--- config.mk ---
export PLATFORM = sky130hd
export DESIGN_NAME = pixel_write_arbiter
export DESIGN_NICKNAME = d
export VERILOG_FILES = /design/src/rtl/pixel_write_arbiter_pkg.sv /design/src/rtl/pixel_write_arbiter_rr_priority_pick.sv /design/src/rtl/pixel_write_arbiter.sv
export SDC_FILE = /design/constraint.sdc
export NUM_CORES = 1
export LEC_CHECK = 0
export CORE_ASPECT_RATIO = 1.2
export CORE_MARGIN = 2
export CORE_UTILIZATION = 44
export DETAILED_ROUTE_END_ITERATION = 10
export PLACE_DENSITY = 0.95
export SLEW_MARGIN = 25
export SYNTH_ARGS = -nofsm -noshare
export SYNTH_HDL_FRONTEND = slang
export SYNTH_SLANG_ARGS = --single-unit
--- constraint.sdc ---
create_clock -name CLOCK_50 -period 5.4 [get_ports CLOCK_50]
set_input_delay 1.35 -clock CLOCK_50 [delete_from_list [all_inputs] [get_ports CLOCK_50]]
set_output_delay 1.35 -clock CLOCK_50 [all_outputs]
set_load 0.01 [all_outputs]
--- src/rtl/pixel_write_arbiter_pkg.sv ---
// Shared constants for the pixel write arbiter: MasterFSM state encodings,
// requester indices, per-state write masks and the arbiter FSM state type.
package pixel_write_arbiter_pkg;

    localparam int unsigned CS_W = 5;

    localparam logic [CS_W-1:0] STARTSCREEN = 5'd1;
    localparam logic [CS_W-1:0] RECORD      = 5'd2;
    localparam logic [CS_W-1:0] PLAYBACK    = 5'd3;

    localparam int unsigned REQ_STARTSCREEN = 0;
    localparam int unsigned REQ_RESETSCREEN = 1;
    localparam int unsigned REQ_NOTEBLOCK   = 2;

    localparam logic [2:0] MASK_STARTSCREEN = 3'b001;
    localparam logic [2:0] MASK_RECORD      = 3'b010;
    localparam logic [2:0] MASK_PLAYBACK    = 3'b110;

    typedef enum logic [0:0] {StIdle, StOwn} arb_state_e;

    function automatic logic [2:0] mask_for_state(input logic [CS_W-1:0] cs);
        logic [2:0] m;
        m = 3'b000;
        if (cs == STARTSCREEN) m = MASK_STARTSCREEN;
        else if (cs == RECORD) m = MASK_RECORD;
        else if (cs == PLAYBACK) m = MASK_PLAYBACK;
        return m;
    endfunction

endpackage

--- src/rtl/pixel_write_arbiter_rr_priority_pick.sv ---
// Round-robin pick: first eligible requester at or after the pointer,
// wrapping modulo NUM_REQ. Purely combinational.
module rr_priority_pick #(
    parameter int unsigned NUM_REQ = 3,
    parameter int unsigned IDX_W   = 2
) (
    input  logic [NUM_REQ-1:0] i_eligible,
    input  logic [IDX_W-1:0]   i_ptr,
    output logic [NUM_REQ-1:0] o_onehot,
    output logic [IDX_W-1:0]   o_idx,
    output logic               o_valid
);

    always_comb begin
        logic [IDX_W-1:0] w_cand;
        o_onehot = '0;
        o_idx    = '0;
        o_valid  = 1'b0;
        w_cand   = '0;
        for (int unsigned k = 0; k < NUM_REQ; k++) begin
            w_cand = IDX_W'((32'(i_ptr) + k) % NUM_REQ);
            if (!o_valid && i_eligible[w_cand]) begin
                o_valid          = 1'b1;
                o_idx            = w_cand;
                o_onehot[w_cand] = 1'b1;
            end
        end
    end

endmodule

--- src/rtl/pixel_write_arbiter.sv ---
// Arbitrates the single vga_adapter pixel port between three pixel sources with
// state masking, round-robin grants and sprite locks. Optional macro PIXEL_CLIP_EN.
module pixel_write_arbiter
    import pixel_write_arbiter_pkg::*;
#(
    parameter int unsigned NUM_REQ  = 3,
    parameter int unsigned X_W      = 8,
    parameter int unsigned Y_W      = 8,
    parameter int unsigned COLOUR_W = 24,
    parameter int unsigned STATE_W  = 5,
    parameter int unsigned SCREEN_W = 160,
    parameter int unsigned SCREEN_H = 120
) (
    input  logic                        CLOCK_50,
    input  logic                        resetn,
    input  logic [STATE_W-1:0]          currentState,
    input  logic [NUM_REQ-1:0]          req,
    input  logic [NUM_REQ-1:0]          lock,
    input  logic [NUM_REQ*X_W-1:0]      reqX,
    input  logic [NUM_REQ*Y_W-1:0]      reqY,
    input  logic [NUM_REQ*COLOUR_W-1:0] reqColour,
    output logic [NUM_REQ-1:0]          ack,
    output logic                        plot,
    output logic [X_W-1:0]              screenX,
    output logic [Y_W-1:0]              screenY,
    output logic [COLOUR_W-1:0]         colour,
    output logic [1:0]                  owner,
    output logic                        locked
);

    arb_state_e r_state, w_state_next;
    logic [1:0]          r_ptr, w_ptr_next, r_owner, w_owner_next;
    logic [STATE_W-1:0]  r_prev_cs;
    logic [NUM_REQ-1:0]  w_mask, w_eligible, w_pick_onehot;
    logic [1:0]          w_pick_ptr, w_pick_idx, w_win_idx, w_owner_inc, w_win_inc;
    logic                w_pick_valid, w_exit_own, w_idle_form, w_xfer, w_win_lock;
    logic                w_in_range, w_plot_d;
    logic [X_W-1:0]      w_sel_x;
    logic [Y_W-1:0]      w_sel_y;
    logic [COLOUR_W-1:0] w_sel_c;
    logic                r_plot;
    logic [X_W-1:0]      r_x;
    logic [Y_W-1:0]      r_y;
    logic [COLOUR_W-1:0] r_colour;

    assign w_mask     = NUM_REQ'(mask_for_state(CS_W'(currentState)));
    assign w_eligible = req & w_mask;

    // Any exit condition turns this cycle into an IDLE-style arbitration from owner+1.
    assign w_exit_own = (r_state == StOwn) &&
                        ((currentState != r_prev_cs) || !w_mask[r_owner] ||
                         (!req[r_owner] && !lock[r_owner]));
    assign w_idle_form = (r_state == StIdle) || w_exit_own;

    assign w_owner_inc = (r_owner == 2'(NUM_REQ - 1)) ? 2'd0 : r_owner + 2'd1;
    assign w_pick_ptr  = (r_state == StOwn) ? w_owner_inc : r_ptr;

    rr_priority_pick #(
        .NUM_REQ (NUM_REQ),
        .IDX_W   (2)
    ) u_pick (
        .i_eligible (w_eligible),
        .i_ptr      (w_pick_ptr),
        .o_onehot   (w_pick_onehot),
        .o_idx      (w_pick_idx),
        .o_valid    (w_pick_valid)
    );

    assign w_win_idx  = w_idle_form ? w_pick_idx : r_owner;
    assign w_win_inc  = (w_win_idx == 2'(NUM_REQ - 1)) ? 2'd0 : w_win_idx + 2'd1;
    assign w_win_lock = lock[w_win_idx];
    assign w_xfer     = |ack;

    always_ff @(posedge CLOCK_50 or negedge resetn) begin
        if (!resetn) begin
            r_state   <= StIdle;
            r_ptr     <= 2'd0;
            r_owner   <= 2'd0;
            r_prev_cs <= '0;
        end else begin
            r_state   <= w_state_next;
            r_ptr     <= w_ptr_next;
            r_owner   <= w_owner_next;
            r_prev_cs <= currentState;
        end
    end

    always_comb begin
        w_state_next = r_state;
        w_ptr_next   = r_ptr;
        w_owner_next = r_owner;
        if (w_idle_form) begin
            w_state_next = StIdle;
            if (r_state == StOwn) w_ptr_next = w_owner_inc;
            if (w_xfer) begin
                w_owner_next = w_win_idx;
                if (w_win_lock) w_state_next = StOwn;
                else            w_ptr_next   = w_win_inc;
            end
        end else if (w_xfer && !w_win_lock) begin
            w_state_next = StIdle;
            w_ptr_next   = w_owner_inc;
        end
    end

    always_comb begin
        ack = '0;
        if (w_idle_form) ack = w_pick_onehot;
        else             ack[r_owner] = w_eligible[r_owner];
        locked = (r_state == StOwn);
        owner  = r_owner;
    end

    assign w_sel_x = reqX[w_win_idx*X_W +: X_W];
    assign w_sel_y = reqY[w_win_idx*Y_W +: Y_W];
    assign w_sel_c = reqColour[w_win_idx*COLOUR_W +: COLOUR_W];

`ifdef PIXEL_CLIP_EN
    // Off-screen pixels are consumed but never reach the adapter.
    assign w_in_range = (32'(w_sel_x) < SCREEN_W) && (32'(w_sel_y) < SCREEN_H);
`else
    assign w_in_range = 1'b1;
`endif

    assign w_plot_d = w_xfer && w_in_range && w_pick_valid_or_own();

    function automatic logic w_pick_valid_or_own();
        return w_pick_valid || !w_idle_form;
    endfunction

    always_ff @(posedge CLOCK_50 or negedge resetn) begin
        if (!resetn) begin
            r_plot   <= 1'b0;
            r_x      <= '0;
            r_y      <= '0;
            r_colour <= '0;
        end else begin
            r_plot <= w_plot_d;
            if (w_plot_d) begin
                r_x      <= w_sel_x;
                r_y      <= w_sel_y;
                r_colour <= w_sel_c;
            end
        end
    end

    assign plot    = r_plot;
    assign screenX = r_x;
    assign screenY = r_y;
    assign colour  = r_colour;

endmodule

# Word level (Yosys, flattened, before mapping)
# Cells that the tools add are included.
[classes] n_mux=49 n_eq_ne=6 n_shift=3 addsub=4 order_cmp=9 mul=1 bitwise_logic=5 n_reduce_logical=24 n_div=3
[ops] cell="72-bit by 8-bit variable part select with 24-bit output" count=1
[ops] cell="32-bit by 2-bit modulo with 32-bit output (second input constant)" count=2
[ops] cell="24-bit by 6-bit variable part select with 8-bit output" count=2
[ops] cell="2-bit by 2-bit modulo with 32-bit output (second input constant)" count=1
[ops] cell="2-bit two-way mux" count=11
[ops] cell="3-bit two-way mux" count=7
[ops] cell="1-bit two-way mux" count=19
[ops] cell="1-bit binary-select mux with 2-bit select" count=8
[ops] cell="2-bit by 3-bit < comparator with 1-bit output (second input constant)" count=5
[ops] cell="5-bit by 2-bit equality test with 1-bit output (second input constant)" count=2
[ops] cell="1-bit logical AND" count=10
[ops] cell="1-bit demux with 2-bit select" count=4
[ops] cell="2-bit by 1-bit >= comparator with 1-bit output (second input constant)" count=4
[ops] cell="1-bit zero test" count=7
[ops] cell="3-bit bitwise AND" count=2
[ops] cell="3-bit bitwise OR" count=2
[ops] cell="5-bit by 1-bit equality test with 1-bit output (second input constant)" count=1
[ops] cell="5-bit != test" count=1
[ops] cell="2-bit by 1-bit adder with 2-bit output (second input constant)" count=2
[ops] cell="2-bit equality test (second input constant)" count=2
[ops] cell="1-bit logical OR" count=4
[ops] cell="2-bit by 2-bit multiplier with 4-bit output (second input constant)" count=1
[ops] cell="2-bit by 1-bit adder with 3-bit output (second input constant)" count=1
[ops] cell="2-bit by 2-bit adder with 3-bit output (second input constant)" count=1
[ops] cell="other kinds (4)" count=4
[totals] regBits=51 out_inout_bits=47

# Longest topological paths before layout
[depth] depth_word=21 depth_mapped=15 mapped_depth_nobuf=11

# Cells and area by module
# From an unflattened synthesis, not the netlist that was laid out.
[hier_totals] hier_cells=310 area_unflattened_um2=3119.2
[modules_own_cells] module="pixel_write_arbiter" seq_area_each_um2=1276.2 cells_per_inst=257 area_each_um2=2771.4 n_inst=1
[modules_own_cells] module="rr_priority_pick" seq_area_each_um2=0.0 cells_per_inst=53 area_each_um2=347.8 n_inst=1

# Least setup slack after synthesis
# Ideal clock, no wire load.
[synth_timing] path_kind="input port to output port" start="input port currentState[2]" end="output port ack[0]" arrival_ps=2815 path_stages=6 path_buffers=1 required_time_ps=4050 setup_slack_ps=1235 path_cell_list="or4b_1 buf_2 nor4_1 a311oi_1 nor3b_1 o31a_1"
[synth_between] elab_chain_len=15
[synth_rtl] element="start, declared" line="pixel_write_arbiter.sv:16" text="input logic [STATE_W-1:0] currentState,"
[synth_rtl] element="5-bit by 2-bit equality test with 1-bit output" line="pixel_write_arbiter_pkg.sv:26" text="else if (cs == PLAYBACK) m = MASK_PLAYBACK;"
[synth_rtl] element="3-bit two-way mux" line="pixel_write_arbiter_pkg.sv:26"
[synth_rtl] element="3-bit two-way mux" line="pixel_write_arbiter_pkg.sv:25" text="else if (cs == RECORD) m = MASK_RECORD;"
[synth_rtl] element="3-bit two-way mux" line="pixel_write_arbiter_pkg.sv:24" text="if (cs == STARTSCREEN) m = MASK_STARTSCREEN;"
[synth_rtl] element="3-bit bitwise AND" line="pixel_write_arbiter.sv:47" text="assign w_eligible = req & w_mask;"
[synth_rtl] element="1-bit binary-select mux with 2-bit select" line="pixel_write_arbiter_rr_priority_pick.sv:22" text="if (!o_valid && i_eligible[w_cand]) begin"
[synth_rtl] element="1-bit two-way mux (not written as such)" line="pixel_write_arbiter_rr_priority_pick.sv:22"
[synth_rtl] element="1-bit two-way mux" line="pixel_write_arbiter_rr_priority_pick.sv:22"
[synth_rtl] element="1-bit zero test" line="pixel_write_arbiter_rr_priority_pick.sv:22"
[synth_rtl] element="1-bit logical AND" line="pixel_write_arbiter_rr_priority_pick.sv:22"
[synth_rtl] element="1-bit two-way mux" line="pixel_write_arbiter_rr_priority_pick.sv:22"
[synth_rtl] element="1-bit zero test" line="pixel_write_arbiter_rr_priority_pick.sv:22"
[synth_rtl] element="1-bit logical AND" line="pixel_write_arbiter_rr_priority_pick.sv:22"
[synth_rtl] element="3-bit two-way mux" line="pixel_write_arbiter_rr_priority_pick.sv:22"
[synth_rtl] element="3-bit two-way mux *" line="pixel_write_arbiter.sv:108" text="if (w_idle_form) ack = w_pick_onehot;"
[synth_rtl] element="end, declared" line="pixel_write_arbiter.sv:22" text="output logic [NUM_REQ-1:0] ack,"
# Mark *: on every way between the ends. The rest lies on a longest branch, timed or not. The select of a mux whose other input is x is not followed.

# Worst setup path after layout
# Ends and elaborated chain as after synthesis.

==> metrics <==
r2r endpoint screenY[6]$_DFFE_PN0P_; FP Rows 35; final worst-path cycle share a little over nine tenths; Setup TNS 0 ns; Syn Area/Cell roughly 10 µm²; RSZ-0062 raised after global routing false; Detailed Routing Iterations Pass 1 6; starting density of the core around 46%; DRC viols 0; Core Region roughly 7800 µm²; Synth cell types 57; Area contributors post-synth dfrtp_1 (36%), mux2_4 (16%), mux2i_1 (13%); cell family with most CP delay simple AND/OR/NAND/NOR gates; Syn Std Cell Area 3552 µm²; Setup crit end kind primary output; total gr overflow 0; Yosys reg bits a little over 50; antenna violations before repair 0; GRT Total Usage between 20% and 30%; CTS Root Cell clkbuf_8; Total Wirelength around 11,000 µm; Vias ~3,400; Die X between 80 and 90 µm; most frequent cells after synthesis dfrtp_1 (51), mux2i_1 (46), nor2_1 (46); CP startpoint kind input pin; cell count after synthesis about 350; Worst Path Required between 4 and 5 ns; Placed Cells ~600; status completed; worst-path cell chain clkdlybuf4s50_1 -> or4b_4 -> nor4_1 -> a311oi_1 -> nor3b_1 -> o31a_1 -> clkdlybuf4s50_1; gpl congestion ~1.1; first-pass GRT wire length 16,540 µm; hold-fix buffers at CTS 0; Main synth FF type dfrtp_1; CTS buffer count 5; Worst Skew 0.01006 ns; P&R area growth vs syn 55.94%; Port Buffers 179; shortest period the worst path allows approximately 5.3 ns; Final Non-Filler Cells 610; initial drt markers around 230; Detail Route Antenna Nets 0; CTS tree done; most frequent cell after synthesis dfrtp_1; die area 8811 µm²; Clock Tree Buf Depth 2; Clock transition at path regs roughly 0.09 ns; routed len/inst 17.22 µm; most used cell, CP clkdlybuf4s50_1; Yosys top cell area share a little over a third; hold depth 1; clk_lat worst skew approximately 0.3 ns; Hold EP screenY[6]$_DFFE_PN0P_; Syn Nets around 480; Power Density 435.0 nW/µm²; Layout Utilization a little under three quarters; maxcap violations 0; crit-path max FO 10; final number of setup-violating endpoints 0; path type of the worst min-delay path flip-flop to flip-flop; crit path launch currentState[2]; relative slew slack around two fifths; worst reg-to-reg path cell count 11; fin nets around 650; Final Hold Viols 0; hpwl dp ~8200 µm; Slew @ Worst Pin 0.8816 ns; max-slew violations 0; CTS H-tree depth 2; flop-to-flop setup slack about 1.2 ns; Die Y between 100 and 150 µm; Crit path buffers/inverters 2; CP Data Arrival Time just under 4 ns; Post-synth EDFFs 0; max incr delay on CP ~0.63 ns; Ports 180; Achievable Freq 0.1881 GHz; Worst path slowest cell or4b_4; vias in the first global route roughly 3,500; largest net degree at the start of global routing 52; sequential area share after synthesis 35.93%; worst hold start screenY[6]$_DFFE_PN0P_; Static Leak roughly 2.5 nW; Synth area leader dfrtp_1; ANT cells 0; share of layout cells above drive strength 1 between 10% and 20%; r2r startpoint owner[0]$_DFFE_PN0P_; synth warn 0; clk sink count between 50 and 60; Post-synth ARST share between 90% and 100%; crit path kind input pin to primary output; Post-Route Hold Slack around 0.5 ns; peak supply drop slightly above 0.3 mV; vias per cell 5.579
==> kinds of logic after synthesis <==
| logic type | count (synthesis) | share of synthesized area, % |
|---|---|---|
| DFF | 51 | 35.93 |
| buffers and inverters | 33 | 4.826 |
| muxes | 89 | 30.50 |
| xor gates and xnor gates | 3 | 0.7398 |
| AOI/OAI and AO/OA | 76 | 13.46 |
| and+or+nand+nor | 89 | 13.14 |
| adders and majority gates | 4 | 1.409 |
==> timing repair <==
action | in CTS | in global routing
endpoints found under the setup margin | 0 | 1
resized for setup | 0 | 2
buffers inserted | 0 | 0
==> final cells by class <==
cell class	count	area, µm²
Timing Repair Buffer	190	1882
Multi-Input combinational cell	261	2136
Sequential cell	51	1276
Fill cell	538	2212
Clock buffer	8	100.1
Tap cell	92	115.1
Inverter	8	30.03
==> per-layer routing <==
metal	vias up	wire, µm	share of wire [%]	global-route usage, %
li1	1601	-	-	-
met1	1561	3754	36	26.69
met2	191	5669	54	44.01
met3	50	675	6.4	4.039
met4	0	402	3.8	10.13
met5	-	0	0	0
==> worst max path at each step <==
stage                  end  slack, ns  cells past startpoint
global placement    ack[0]       0.22                      7
global route        ack[1]       0.02                      8
CTS                 ack[0]       0.09                      7
finish              ack[0]       0.08                      7
detailed placement  ack[0]       0.10                      7
floorplan           ack[0]       1.24                      6
==> per-stage QoR <==
stage          cell area [µm²]  power, W  setup WS (ns)
6_report                  5539  0.002409        0.08253
3_5_place_dp              5433  0.002175         0.1034
4_1_cts                   5533  0.002421        0.09320
2_1_floorplan             3552  0.001596          1.235
3_3_place_gp              5433  0.002121         0.2242
5_1_grt                   5539  0.002543        0.02306
==> sequential cells by signal, summed over array words and instances (netlist names) <==
| signal | cells |
|---|---|
| locked | 1 |
| owner | 2 |
| r_prev_cs | 5 |
| screenY | 8 |
| screenX | 8 |
| colour | 24 |
| r_ptr | 2 |
| plot | 1 |
==> placed cells by master, fill, tap and decap left out, drive strengths merged, types with 2 or more instances in the layout <==
master / n
a2111oi: 2
a21oi: 45
a32oi: 2
and2: 2
buf: 12
clkbuf: 8
clkdlybuf4s50: 178
dfrtp: 51
ha: 4
inv: 8
mux2: 43
mux2i: 46
nand2: 6
nand3: 5
nand4b: 2
nor2: 46
nor3: 2
nor3b: 3
nor4: 6
nor4b: 2
o211ai: 3
o21ai: 8
o31a: 2
or2: 3
or4b: 3
xor2: 2
==> power breakdown <==
group	total (W)	switching [W]	internal, W
Combinational	0.00150	0.000589	0.000909
Clock	0.000237	0.000120	0.000117
Sequential	0.000675	0.000112	0.000563
Total	0.00241	0.000821	0.00159
No activity file was read; power rests on OpenSTA's default activity.
